## src/rtl/spi_ram_wrapper.sv

```systemverilog
// SPI slave taking 10-bit command frames into an 8-bit scratchpad RAM (DUT_RAM); MISO byte starts 2 clocks after the read-data frame.
// No backpressure: frames are accepted at line rate. Define SPI_WR_ADDR_AUTOINC_EN to post-increment wr_addr after each data write.
module spi_ram_wrapper #(
  parameter int MEM_DEPTH = 256
) (
  input  logic clk,
  input  logic rst_n,
  input  logic ss_n,
  input  logic MOSI,
  output logic MISO
);

  localparam int AW = (MEM_DEPTH > 1) ? $clog2(MEM_DEPTH) : 1;

  typedef enum logic [2:0] {IDLE, CHK_CMD, WRITE, READ_ADD, READ_DATA} state_t;

  state_t     state;
  logic [9:0] din;
  logic [4:0] bit_cnt;
  logic       rx_valid;
  logic [6:0] tx_shift;
  logic       tx_valid;
  logic [7:0] tx_data;
  logic       rd_addr_received;

  function automatic logic [AW-1:0] wrap(input logic [7:0] a);
    return AW'(32'(a) % MEM_DEPTH);
  endfunction

  // bit_cnt runs 0..10 for the frame; in READ_DATA it keeps going 11..19 to pace the MISO byte
  always_ff @(posedge clk or negedge rst_n) begin
    if (!rst_n) begin
      state    <= IDLE;
      din      <= '0;
      bit_cnt  <= '0;
      rx_valid <= 1'b0;
      tx_shift <= '0;
      MISO     <= 1'b0;
    end else begin
      rx_valid <= 1'b0;
      if (ss_n && state != IDLE) begin
        state   <= IDLE;
        bit_cnt <= '0;
        MISO    <= 1'b0;
      end else begin
        case (state)
          IDLE: begin
            bit_cnt <= '0;
            MISO    <= 1'b0;
            if (!ss_n) state <= CHK_CMD;
          end
          CHK_CMD: begin
            if (!MOSI)                  state <= WRITE;
            else if (!rd_addr_received) state <= READ_ADD;
            else                        state <= READ_DATA;
          end
          WRITE, READ_ADD, READ_DATA: begin
            if (bit_cnt < 5'd10) begin
              din      <= {din[8:0], MOSI};
              bit_cnt  <= bit_cnt + 5'd1;
              rx_valid <= (bit_cnt == 5'd9);
            end else if (state != READ_DATA) begin
              state <= IDLE;
            end else if (bit_cnt == 5'd10) begin
              bit_cnt <= 5'd11;
            end else if (bit_cnt == 5'd11) begin
              // A frame that was not a read-data command never raises tx_valid
              if (tx_valid) begin
                MISO     <= tx_data[7];
                tx_shift <= tx_data[6:0];
                bit_cnt  <= 5'd12;
              end else begin
                state <= IDLE;
              end
            end else if (bit_cnt < 5'd19) begin
              MISO     <= tx_shift[6];
              tx_shift <= {tx_shift[5:0], 1'b0};
              bit_cnt  <= bit_cnt + 5'd1;
            end else begin
              MISO  <= 1'b0;
              state <= IDLE;
            end
          end
          default: state <= IDLE;
        endcase
      end
    end
  end

  if (1) begin : DUT_RAM
    logic [7:0] mem [0:MEM_DEPTH-1];
    logic [7:0] wr_addr;
    logic [7:0] rd_addr;

    // Storage is left out of reset so it can be preloaded and survives a link reset
    always_ff @(posedge clk) begin
      if (rx_valid && din[9:8] == 2'b01) mem[wrap(wr_addr)] <= din[7:0];
    end

    always_ff @(posedge clk or negedge rst_n) begin
      if (!rst_n) begin
        wr_addr          <= '0;
        rd_addr          <= '0;
        rd_addr_received <= 1'b0;
        tx_valid         <= 1'b0;
        tx_data          <= '0;
      end else begin
        tx_valid <= 1'b0;
        if (rx_valid) begin
          case (din[9:8])
            2'b00: wr_addr <= din[7:0];
            2'b01: begin
`ifdef SPI_WR_ADDR_AUTOINC_EN
              wr_addr <= 8'((32'(wr_addr) + 32'd1) % MEM_DEPTH);
`endif
            end
            2'b10: begin
              rd_addr          <= din[7:0];
              rd_addr_received <= 1'b1;
            end
            default: begin
              tx_data          <= mem[wrap(rd_addr)];
              tx_valid         <= 1'b1;
              rd_addr_received <= 1'b0;
            end
          endcase
        end
      end
    end
  end

endmodule

```

## config.mk

```make
export PLATFORM = sky130hd
export DESIGN_NAME = spi_ram_wrapper
export DESIGN_NICKNAME = d
export VERILOG_FILES = /design/src/rtl/spi_ram_wrapper.sv
export SDC_FILE = /design/constraint.sdc
export NUM_CORES = 2
export LEC_CHECK = 0
export CELL_PAD_IN_SITES_DETAIL_PLACEMENT = 1
export CELL_PAD_IN_SITES_GLOBAL_PLACEMENT = 1
export CORE_MARGIN = 2
export CORE_UTILIZATION = 55
export CTS_CLUSTER_SIZE = 10
export DETAILED_ROUTE_END_ITERATION = 8
export PLACE_DENSITY = 0.79
export SLEW_MARGIN = 0
export SYNTH_ARGS = -nofsm -noshare
export SYNTH_HDL_FRONTEND = slang
export SYNTH_SLANG_ARGS = --single-unit
export TNS_END_PERCENT = 20
```

## constraint.sdc

```tcl
create_clock -name clk -period 4.76 [get_ports clk]
set_input_delay 0.952 -clock clk [delete_from_list [all_inputs] [get_ports clk]]
set_output_delay 0.952 -clock clk [all_outputs]
set_load 0.005 [all_outputs]
```

Word level (Yosys, flattened, before mapping) --
Memories as Yosys holds them, arrays and structs flattened. A register that Yosys moved wholly into a read port is not among the register bits. Index checks and enable logic that the tools add are counted. W data, S select, Z words.
Word-level totals: register bits after elaboration 45, memory bits (writable) 2048, input port bits 4, output and inout port bits 1, logic and storage cells 100, memories kept 1
Operators by class: add/subtract/negate cells 1, magnitude comparators 2, equal/unequal tests 22, multiplexer cells 38, bitwise operators 6, reduce and logical (&&, ||, !) cells 20
Memory list:
- DUT_RAM.mem | depth 256, bits a word 8, rd ports 1, clocked after memory_dff 1, wr ports 1, RTL line 91 | logic [7:0] mem [0:MEM_DEPTH-1];
Operators with widths (count):
- $mux W5 | 7
- $mux W3 | 10
- $mux W7 | 3
- $eq A5 B4 Y1 const B | 3
- $ne A3 B3 Y1 const B | 5
- $mux W1 | 14
- $ne A4 B4 Y1 const B | 3
- $ne A6 B6 Y1 const B | 2
- $ne A5 B5 Y1 const B | 2
- $pmux W5 S2 | 1
- $reduce_and A5 Y1 | 2
- $pmux W3 S3 | 1
- $reduce_and A2 Y1 | 4
- $reduce_and A7 Y1 | 1
- $eq A3 B2 Y1 const B | 2
- $not A1 Y1 | 6
- $reduce_bool A3 Y1 | 2
- $reduce_or A3 Y1 | 2
- $add A5 B1 Y5 const B | 1
- $lt A5 B4 Y1 const B | 1
- $lt A5 B5 Y1 const B | 1
- $pmux W1 S2 | 2
- $reduce_and A4 Y1 | 1
- $eq A3 B1 Y1 const B | 1
- 11 further kinds | 12

Logic depth before layout (Yosys ltp) --
word-level depth 8, mapped depth 12, gate-level depth less buffers 8

Worst setup path after synthesis --
No wires, ideal clock.
kind reg-to-reg, start point register din[0], end point memory DUT_RAM.mem[0][0] (data pin), arrival 3.214 ns, required time 3.950 ns, path slack 0.737 ns, cell stages (with the launch flop) 1, buffers on the path 0, cell sequence dfrtp_1
RTL lines:
- start, declared | RTL line 18 | logic [9:0] din;
- start signal, assigned | RTL line 59 | din <= {din[8:0], MOSI};
- end, declared | RTL line 91
Straight into the memory's write port.

==> metrics.md <==
| Metric | Value |
|---|---|
| Via count of the first global-routing pass | 46.6k |
| H-Tree Depth | 4 |
| CP max-delay cell | dfrtp_4 |
| CP Cell Sequence | or3b_2 > buf_4 > o22ai_1 > a211oi_1 > a22oi_1 > nand2_1 > nor4b_1 > a221o_1 |
| Worst slew pin tran | 1.19 ns |
| Most common cell after layout, fill and taps aside | edfxtp_1 |
| Mapped cell area | 83000 sq um |
| Number of synthesized register bits | 2101 |
| Setup Viol. Count Final | 0 |
| Worst R2R Path Depth | 8 |
| CP peak stage delay | 1.00 ns |
| Final wirelength | 240 mm |
| Die height | 392 um |
| Setup Skew | 0.0556 ns |
| Initial antenna violation count | 12 |
| Post-synthesis sequential area ratio | 75.7% |
| Largest cells by area after synthesis | edfxtp_1 (74%), mux4_2 (7.9%), mux2i_1 (5.1%), dfrtp_1 (1.6%), nor2_1 (1.5%) |
| Fraction of layout cells with a size suffix above 1 | 17.2% |
| Async S/R FF share, synth | 2.52% |
| Grt met3 use | 7.64% |
| Clock Tree Root | clkbuf_16 |
| Post_cts resized | 0 |
| Clock sink total | 2101 |
| First-pass GRT wire length | 343 mm |
| Setup TNS Final | 0 ns |
| Slew HR | 20.2% |
| HP Class | input port to asynchronous set/reset pin |
| Post-synth top area share | 74.1% |
| DR pass1 iterations | 7 |
| Register area | 62900 sq um |
| Via count | 44.8k |
| Longest Clk Path Bufs | 3 |
| Pins over their slew limit | 0 |
| Post-DP HPWL | 147 mm |
| Setup CP Type | register to register |
| Largest area contributor in the netlist | edfxtp_1 |
| Final Critical Period | 4.17 ns |
| Synth cell types | 82 |
| Max cap viols | 0 |
| GR peak layer | met2 |
| GRT Residual Overflow | 0 |
| Met1 usage | 40.9% |
| DR iter-0 viols | 5671 |
| Max Freq | 0.240 GHz |
| Syn_nets | 4243 |
| Power Density | 460 nW/um^2 |
| Syn avg cell area | 19.6 sq um |
| Critical path required time | 5.56 ns |
| Vias per cell | 6.92 |
| Number of synthesized flops with an enable pin | 2048 |
| Wirelength per Cell | 37.1 um |
| Die ar. | 154000 sq um |
| Most frequent cells in the layout | edfxtp_1 (2048), mux2i_1 (420), nor2_1 (321) |
| Initial Util | 55.4% |
| Final GP Congestion | 0.913 |
| Type of origin of the critical path | register |
| Worst skew pair latency | 0.87 ns |
| Status | finished, final reports clean |
| Area growth syn-to-layout | 10.2% |
| GRT Total Usage | 31.6% |
| Reg2Reg Launch Point | DUT_RAM.rd_addr[4]$_DFFE_PN0P_ |
| CTS Hold Bufs | 0 |
| Num CTS Buffers | 231 |
| Final Core Density | 61.0% |
| Maximum fanout along the worst path | 49 |
| Postcts setup bufs | 0 |
| RSZ-0062 raised after global routing | false |
| Tot Pwr | 42.1 mW |
| RR Endpoint | tx_data[5]$_DFFE_PN0P_ |
| WP data arrival | 4.97 ns |
| Crit. End Element | register |
| Post-route ant nets | 0 |
| Worst-path clk slew | 0.06 ns |
| Die W | 392 um |
| Final hold viol count | 0 |
| Placeable Area | 150000 sq um |
| Cell count after synthesis | 4236 |
| Number of remaining DRC errors | 0 |
| Peak VDD IR | 416 uV |
| Yosys warnings | 0 |
| Site row count | 142 |
| Port buffer count | 4 |
| Pin count of the biggest net entering global routing | 168 |
| IO Pins | 5 |
| # fillers | 12.4k |
| Most used DFF post-synth | edfxtp_1 |
| Crit path launch | DUT_RAM.rd_addr[4]$_DFFE_PN0P_ |
| CTS tree | built |
| Reg-to-reg slack, setup | 0.59 ns |
| Met2 usage | 50.0% |
| Fin nets | 4355 |
| Area of the multi-input gates | 18200 sq um |
| P_leak | 27.5 nW |
| Final Cycle Share | 87.6% |
synth_stat cells (5+ instances only):
library cell  count
edfxtp_1       2048
mux2i_1         420
nor2_1          323
mux4_2          290
o22ai_1         142
nand2_1         115
clkbuf_1         84
a21oi_1          67
a211oi_1         60
o21ai_0          56
dfrtp_1          53
buf_6            50
mux2_2           50
o221ai_1         46
buf_2            41
buf_4            34
nand3_1          33
mux4_1           31
a22oi_1          28
buf_8            22
a221oi_1         20
a211o_1          16
o211ai_1         16
nand4_1          13
nor2b_1          11
nor3_1           11
a2111oi_0        10
buf_12           10
buf_1             9
inv_1             9
a21boi_0          8
nor4_1            7
nand3b_1          6
a31oi_1           5
nand2b_1          5
report_power, final:
group	switching [mW]	total, mW	internal, mW
registers	0.688	23.5	22.8
logic	2.29	2.54	0.253
clock network	7.02	16.0	8.96
total	10.0	42.1	32.1
worst max-delay path, delay by kind of cell (launching register included):
family                 cells  cell delay (ns)
AO/OA/AOI/OAI              4             1.14
AND/OR/NAND/NOR            3             1.53
flip-flops                 1             1.00
buffers and inverters      1             0.37
cells by family (layout without fill, tap and decap cells):
| logic type | after synthesis | in the layout | share of synthesized area, % |
|---|---|---|---|
| AOI/OAI and AO/OA | 517 | 517 | 4.33 |
| adders and majority gates | 3 | 3 | 0.0452 |
| buffers and inverters | 269 | 488 | 2.45 |
| DFF | 2101 | 2101 | 75.7 |
| muxes | 791 | 791 | 14.6 |
| other | 0 | 6 | 0 |
| and+or+nand+nor | 555 | 555 | 2.88 |
how the worst max path moves through the flow:
stage                             endpoint  slack (ns)  cells past startpoint
2_1_floorplan  DUT_RAM.mem[0][0]$_DFFE_PP_        0.74                      0
3_3_place_gp        tx_data[1]$_DFFE_PN0P_        0.85                      7
3_5_place_dp        tx_data[6]$_DFFE_PN0P_        0.84                      8
4_1_cts             tx_data[5]$_DFFE_PN0P_        0.75                     10
5_1_grt             tx_data[5]$_DFFE_PN0P_        0.60                     10
6_report            tx_data[5]$_DFFE_PN0P_        0.59                      8
routing by layer:
metal	share of wire, %	vias to the layer above	wire [um]
li1	-	17551	-
met1	36	23421	86000
met2	48	3083	115000
met3	10	752	24800
met4	5.7	12	13700
met5	0.12	-	286
registers in the layout, indices dropped and copies added, names as in the netlist, 3 cells and up:
register         flops
DUT_RAM.mem       2048
DUT_RAM.rd_addr      8
DUT_RAM.wr_addr      8
bit_cnt              5
din                 10
state                3
tx_data              8
tx_shift             7
cell type report:
class | instances | share of cell area, %
multi-input combinational | 1866 | 19.9
antenna | 6 | 0.0164
tap | 2016 | 2.76
sequential | 2101 | 68.8
clock inverter | 16 | 0.244
timing repair buffer | 138 | 1.48
clock buffer | 324 | 6.83
inverter | 10 | 0.0438
per-stage QoR:
step | worst slack, ns | cells | area (sq um) | hold WS [ns]
after CTS | 0.748 | 6471 | 91400 | 0.164
after global routing | 0.596 | 6472 | 91400 | 0.210
after floorplan | 0.737 | 4236 | 83000 | 0.462
after detailed placement | 0.836 | 6131 | 85000 | 0.518
after global placement | 0.847 | 6131 | 85000 | 0.497
final | 0.590 | 6477 | 91400 | 0.191
Power figures use the tool's default switching activity.
